--- config.mk ---
export PLATFORM = sky130hd
export DESIGN_NAME = sumador_serie
export DESIGN_NICKNAME = d
export VERILOG_FILES = /design/src/rtl/sumador_pkg.sv /design/src/rtl/sumador_completo.sv /design/src/rtl/sumador_serie.sv
export SDC_FILE = /design/constraint.sdc
export NUM_CORES = 1
export LEC_CHECK = 0
export ABC_AREA = 1
export BUFFER_PORTS_ARGS = -buffer_cell sky130_fd_sc_hd__buf_2
export CORE_UTILIZATION = 40
export CTS_CLUSTER_SIZE = 40
export DETAILED_ROUTE_END_ITERATION = 12
export SLEW_MARGIN = 10
export SYNTH_ARGS = -nofsm -noshare
export SYNTH_HDL_FRONTEND = slang
export SYNTH_HIERARCHICAL = 1
export SYNTH_SLANG_ARGS = --single-unit
export TNS_END_PERCENT = 1
--- constraint.sdc ---
create_clock -name clk -period 1.5 [get_ports clk]
set_input_delay 0.075 -clock clk [delete_from_list [all_inputs] [get_ports clk]]
set_output_delay 0.075 -clock clk [all_outputs]
set_load 0.005 [all_outputs]
--- src/rtl/sumador_pkg.sv ---
// Shared definitions for the bit-serial adder/subtractor.
//   state_t : FSM state encoding (IDLE / RUN / DONE)
//   clog2   : constant function used to size the bit counter
package sumador_pkg;

  typedef enum logic [1:0] {
    S_IDLE = 2'd0,
    S_RUN  = 2'd1,
    S_DONE = 2'd2
  } state_t;

  // Smallest r such that 2**r >= value (value >= 2 gives r >= 1).
  function automatic int clog2(input int value);
    int r;
    r = 0;
    for (int i = 0; i < 31; i++) begin
      if ((1 << i) < value) r = i + 1;
    end
    return r;
  endfunction

endpackage

--- src/rtl/sumador_completo.sv ---
// Combinational 1-bit full adder.
//   a, b, cin : addend bits and carry in
//   sum, cout : sum bit and carry out
module sumador_completo (
  input  logic a,
  input  logic b,
  input  logic cin,
  output logic sum,
  output logic cout
);

  assign sum  = a ^ b ^ cin;
  assign cout = (a & b) | (cin & (a ^ b));

endmodule

--- src/rtl/sumador_serie.sv ---
// Bit-serial adder/subtractor: one full-adder cell reused over WIDTH cycles,
// LSB first, with a carry flip-flop between cycles.
//
// Handshake: start is sampled only in IDLE; at that edge a, b, cin and sub are
// captured and busy rises for exactly WIDTH cycles. done is then high for one
// cycle, and at the same edge sum/cout/overflow take the completed result.
// start in RUN or DONE is ignored (not queued).
//
// Ports:
//   clk, rst_n : clock (rising edge), synchronous active-low reset
//   start, sub : request, mode (0 = a+b+cin, 1 = a-b-cin)
//   a, b, cin  : operands and carry/borrow in
//   busy, done : RUN indicator, one-cycle result-valid pulse
//   sum, cout, overflow : result, raw MSB carry out, signed overflow
module sumador_serie
  import sumador_pkg::*;
#(
  parameter int WIDTH = 8
) (
  input  logic             clk,
  input  logic             rst_n,
  input  logic             start,
  input  logic             sub,
  input  logic [WIDTH-1:0] a,
  input  logic [WIDTH-1:0] b,
  input  logic             cin,
  output logic             busy,
  output logic             done,
  output logic [WIDTH-1:0] sum,
  output logic             cout,
  output logic             overflow
);

  localparam int            CW   = clog2(WIDTH);
  localparam logic [CW-1:0] LAST = CW'(WIDTH - 1);

  state_t           state;
  logic [WIDTH-1:0] a_sr;
  logic [WIDTH-1:0] b_sr;
  logic [WIDTH-1:0] part;
  logic             carry;
  logic [CW-1:0]    cnt;
  logic             fa_sum;
  logic             fa_cout;

  sumador_completo u_fa (
    .a    (a_sr[0]),
    .b    (b_sr[0]),
    .cin  (carry),
    .sum  (fa_sum),
    .cout (fa_cout)
  );

  always_ff @(posedge clk) begin
    if (!rst_n) begin
      state    <= S_IDLE;
      busy     <= 1'b0;
      done     <= 1'b0;
      sum      <= '0;
      cout     <= 1'b0;
      overflow <= 1'b0;
      a_sr     <= '0;
      b_sr     <= '0;
      part     <= '0;
      carry    <= 1'b0;
      cnt      <= '0;
    end else begin
      case (state)
        S_IDLE: begin
          if (start) begin
            a_sr  <= a;
            // Subtraction is a + ~b + ~cin, i.e. a - b - cin in two's complement.
            b_sr  <= sub ? ~b : b;
            carry <= cin ^ sub;
            cnt   <= '0;
            busy  <= 1'b1;
            state <= S_RUN;
          end
        end
        S_RUN: begin
          a_sr  <= a_sr >> 1;
          b_sr  <= b_sr >> 1;
          part  <= {fa_sum, part[WIDTH-1:1]};
          carry <= fa_cout;
          cnt   <= cnt + CW'(1);
          if (cnt == LAST) begin
            // MSB cycle: carry holds the carry into the MSB here.
            sum      <= {fa_sum, part[WIDTH-1:1]};
            cout     <= fa_cout;
            overflow <= carry ^ fa_cout;
            busy     <= 1'b0;
            done     <= 1'b1;
            state    <= S_DONE;
          end
        end
        S_DONE: begin
          done  <= 1'b0;
          state <= S_IDLE;
        end
        default: begin
          busy  <= 1'b0;
          done  <= 1'b0;
          state <= S_IDLE;
        end
      endcase
    end
  end

endmodule

Yosys cells after proc, flatten, opt, wreduce, memory -nomap -nowiden

Cells that the tools add are included.

Flip-flop bits (word level): 42
Input port bits: 21
Output and inout bits: 12

$add $sub $neg: 1
Equal/unequal tests: 5
Multiplexer cells: 17
Bitwise logic cells: 10
Reduce and logical (&&, ||, !) cells: 7

Operators with widths:

| operator              | number |
|---|---|
| $pmux W8 S2           | 2 |
| $mux W8               | 3 |
| $not A8 Y8            | 1 |
| $reduce_and A2 Y1     | 4 |
| $pmux W3 S2           | 1 |
| $mux W1               | 4 |
| $mux W2               | 2 |
| $ne A2 B2 Y1 const B  | 2 |
| $pmux W1 S2           | 2 |
| $pmux W2 S2           | 1 |
| $xor A1 B1 Y1         | 4 |
| $add A3 B1 Y3 const B | 1 |
| $eq A3 B3 Y1 const B  | 1 |
| $mux W3               | 1 |
| $pmux W1 S3           | 1 |
| $reduce_and A3 Y1     | 1 |
| $and A1 B1 Y1         | 2 |
| $eq A2 B1 Y1 const B  | 1 |
| $eq A2 B2 Y1 const B  | 1 |
| $logic_not A2 Y1      | 1 |
| $not A1 Y1            | 2 |
| $reduce_bool A2 Y1    | 1 |
| $or A1 B1 Y1          | 1 |

Depth between registers and ports, before layout

Depth in word-level cells: 4
Depth in mapped cells: 8
Gate-level depth less buffers: 8

Modules after synthesis

Netlist, hierarchy kept.

Modules (own cells, without submodules):

| module           | instances | cells each | area each (µm²) | sequential area each (µm²) |
|---|---|---|---|---|
| sumador_serie    | 1         | 271        | 1856.8          | 820.8 |
| sumador_completo | 1         | 1          | 20.0            | 0.0 |

Least setup slack after synthesis

OpenSTA, ideal clock, no wires.

Path kind: reg2reg
Start point: reg a_sr[0]
End point: reg overflow
Arrival: 1070 ps
Required time: 1384 ps
Path slack: 314 ps
Stages on the path, launching flop included: 5
Buffers on the path: 0
Clock period less this slack: 1186 ps
Cell sequence: dfxtp_1 -> fa_1 -> xor2_1 -> nor2_1 -> nor2_1

Cells in the longest elaborated chain, start to end: 4

RTL lines:

| what                   | RTL line               | RTL |
|---|---|---|
| start, declared        | sumador_serie.sv:38    | `logic [WIDTH-1:0] a_sr;` |
| start signal, assigned | sumador_serie.sv:81    | `a_sr <= a_sr >> 1;` |
| $xor A1 B1 Y1          | sumador_completo.sv:13 | `assign cout = (a & b) \| (cin & (a ^ b));` |
| $and A1 B1 Y1          | sumador_completo.sv:13 |  |
| $or A1 B1 Y1 (*)       | sumador_completo.sv:13 |  |
| named net fa_cout      | sumador_serie.sv:44    | `logic fa_cout;` |
| $xor A1 B1 Y1 (*)      | sumador_serie.sv:90    | `overflow <= carry ^ fa_cout;` |
| end signal, assigned   | sumador_serie.sv:90    |  |
| end, declared          | sumador_serie.sv:31    | `output logic overflow` |

Mark *: on every way through the listed nets, which the timed path passes. The rest lies on a longest branch.
A chain may end at the register's enable or synchronous reset.

Worst setup path after layout

Start point: reg state[0]
End point: reg a_sr[5]

Cells in the longest elaborated chain, start to end: 3

RTL lines:

| what                                                                       | RTL line            | RTL |
|---|---|---|
| start, declared                                                            | sumador_serie.sv:37 | `state_t state;` |
| start signal, assigned                                                     | sumador_serie.sv:56 | `state <= S_IDLE;` |
| start signal, assigned                                                     | sumador_serie.sv:77 | `state <= S_RUN;` |
| start signal, assigned                                                     | sumador_serie.sv:93 | `state <= S_DONE;` |
| $eq A2 B1 Y1 / $logic_not A2 Y1 (equally long branches)                    | sumador_serie.sv:68 | `case (state)` |
| $reduce_bool A2 Y1 (no source line) / $ne A2 B2 Y1 (equally long branches) | --                  |  |
| $reduce_and A2 Y1 (no source line)                                         | --                  |  |

Several ways; a longest one is shown, not always the timed one.

==> results.sh <==
export IMPL_syn_to_final_growth_pct=16.8
export IMPL_fmax_mhz=769
export IMPL_critical_path_class="reg2reg"
export IMPL_cts_htree_levels=2
export IMPL_cts_root_buf="clkbuf_8"
export IMPL_hold_viol_final=0
export IMPL_yosys_area_top_type_share=0.437
export IMPL_synthesis_nets=296
export IMPL_netlist_area_um2=1880
export IMPL_synth_area_leaders="dfxtp_1 44%, nand2_1 15%, nor2_1 10%"
export IMPL_cts_resized=0
export IMPL_die_w_um=70.5
export IMPL_cts_tree="done"
export IMPL_hold_path_class="in2reg"
export IMPL_peakVddDrop_mv=0.466
export IMPL_startpoint_type="flip-flop"
export IMPL_p_per_area_nw_per_um2=1130
export IMPL_initialDrtViolationCount=123
export IMPL_grt_start_max_net_pins=26
export IMPL_grt_pass1_wl_um=7170
export IMPL_drc=0
export IMPL_clk_latency_ps=290
export IMPL_place_gp_congestion=0.727
export IMPL_drive_gt1_frac=0.190
export IMPL_min_period_ps=1300
export IMPL_ys_warn_count=6
export IMPL_start_util=0.422
export IMPL_path_clk_slew_ps=80
export IMPL_status="completed"
export IMPL_path_max_fanout=16
export IMPL_viasPerCell=4.65
export IMPL_syn_instance_count=272
export IMPL_ys_ff_latch=41
export IMPL_cp_data_arrival_time_ps=1470
export IMPL_track_usage=0.181
export IMPL_synth_cell_types=22
export IMPL_avgSynthCellArea_um2=6.90
export IMPL_cts_buffers_inserted=5
export IMPL_clock_skew_ps=6.60
export IMPL_coreArea_um2=4440
export IMPL_grt_remaining_overflow=0
export IMPL_rsz0062_at_grt="false"
export IMPL_finish_utilization=0.493
export IMPL_post_drt_wl_per_cell_um=10.9
export IMPL_dr_pass1_iters=4
export IMPL_dpl_hpwl_um=2670
export IMPL_cts_sink_count=41
export IMPL_wl_um=3910
export IMPL_worst_setup_path_end_kind="flip-flop"
export IMPL_final_fill_count=469
export IMPL_relSlewSlack=0.702
export IMPL_slew_violations=0
export IMPL_io_buffers=32
export IMPL_antenna_found_initial=0
export IMPL_postCtsSetupRepairBufs=0
export IMPL_final_setup_worst_slack_ps=200
export IMPL_antenna_left=0
export IMPL_post_route_period_util=0.867
export IMPL_place_ws_ps=200
export IMPL_synth_edf_count=0
export IMPL_yosysTopAreaCell="dfxtp_1"
export IMPL_synth_ff_type="dfxtp_1"
export IMPL_worstMarginPinSlew_ps=447
export IMPL_tns_ps=0
export IMPL_required_ps=1670
export IMPL_die_height_um=70.5
export IMPL_total_leakage_power_nw=1.16
export IMPL_vias=1660
export IMPL_layout_nets=328
export IMPL_antennaDiodeCount=0
export IMPL_rows=24
export IMPL_cts_buffer_depth=2
export IMPL_ys_seq_area_frac=0.437
export IMPL_grt_pass1_vias=1594
export IMPL_setup_viol=0
export IMPL_dieArea_um2=4970
export IMPL_ios=33
export IMPL_holdBufCountCts=0
export IMPL_synthArstFlopShare=0
export IMPL_cap_violations=0
## cell type report
class,count,area (µm²),share of cell area
multi-input cells,194,878,0.401
well taps,52,65.1,0.0297
clock buffers,5,68.8,0.0314
inverters,26,104,0.0474
clock inverters,3,65.1,0.0297
repair buffers,36,190,0.0868
flip-flops and latches,41,821,0.374
## cell families (layout without fill, tap and decap cells)
kind of cell	count (synthesis)	in the layout	share of synthesized area
simple gates	170	170	0.384
xor+xnor	2	2	0.00934
compound gates	19	19	0.0507
fa+ha+maj	3	3	0.0240
buf+inv	37	70	0.0947
flops	41	41	0.437
## metal layers
layer / GRT usage / vias to the layer above / part of all wire
met5: 0 / - / 0
met4: 0.0522 / 0 / 0.0018
met3: 0.0462 / 2 / 0.051
met2: 0.297 / 37 / 0.44
met1: 0.235 / 719 / 0.51
li1: - / 902 / -
## state kept, by name, summed over array words and instances (netlist names)
signal	count
sum	8
part	7
state	2
carry	1
overflow	1
done	1
busy	1
a_sr	8
b_sr	8
cnt	3
cout	1
## Yosys cell counts, types with 2 or more instances
library cell	count
nand3_1	34
nand2_1	74
xor2_1	2
inv_1	22
dfxtp_1	41
buf_4	2
inv_2	2
ha_1	2
nand2_2	6
o21ai_0	13
nor2_1	52
a21oi_1	6
clkbuf_1	2
buf_2	5
nor2_4	2
## final timing paths
| check | cells after the start | slack (ps) | endpoint | startpoint |
|---|---|---|---|---|
| hold reg to reg | 1 | 460 | cnt[0]$_SDFFE_PN0P_ | cnt[0]$_SDFFE_PN0P_ |
| hold / removal | 3 | 30 | a_sr[7]$_SDFFE_PN0P_ | a[7] |
| setup reg to reg | 5 | 200 | a_sr[5]$_SDFFE_PN0P_ | state[0]$_SDFFE_PN0P_ |
| setup / recovery | 5 | 200 | a_sr[5]$_SDFFE_PN0P_ | state[0]$_SDFFE_PN0P_ |
## power breakdown
group | leakage, nW | internal (mW) | switching, mW
combinational | 0.754 | 0.0978 | 0.157
clock | 0.0681 | 0.661 | 0.385
sequential | 0.335 | 1.14 | 0.0345
total | 1.16 | 1.90 | 0.577
## critical path, cell delays in order (launching register included)
cell     delay [ps]
dfxtp_1         500
nand2_4         210
nand2_1         260
nor2_1           70
nor2_1          110
nor2_1           40
## cell usage in the layout, fill, tap and decap left out
cell | netlist | final
nor2_4 | 2 | 2
xor2_1 | 2 | 2
clkbuf_8 | 0 | 5
fa_1 | 1 | 1
buf_4 | 2 | 4
nand2_1 | 74 | 74
nor2_2 | 1 | 1
clkinv_2 | 1 | 2
inv_1 | 22 | 22
dfxtp_1 | 41 | 41
a21oi_1 | 6 | 6
o21ai_0 | 13 | 13
nor2_1 | 52 | 52
buf_2 | 5 | 32
nand3_1 | 34 | 34
bufinv_16 | 0 | 2
inv_2 | 2 | 2
nand2_2 | 6 | 6
inv_6 | 1 | 1
ha_1 | 2 | 2
nand2_4 | 1 | 1
## metrics by stage
step,power (mW),instance area (µm²),hold slack [ps],cells
CTS,2.50,2190,18.8,357
finish,2.47,2190,32.3,357
detailed placement,1.45,2060,340,349
global route,2.59,2190,42.6,357
global placement,1.45,2060,346,349
floorplan,1.39,1880,218,272
(Power assumes the default switching activity.)
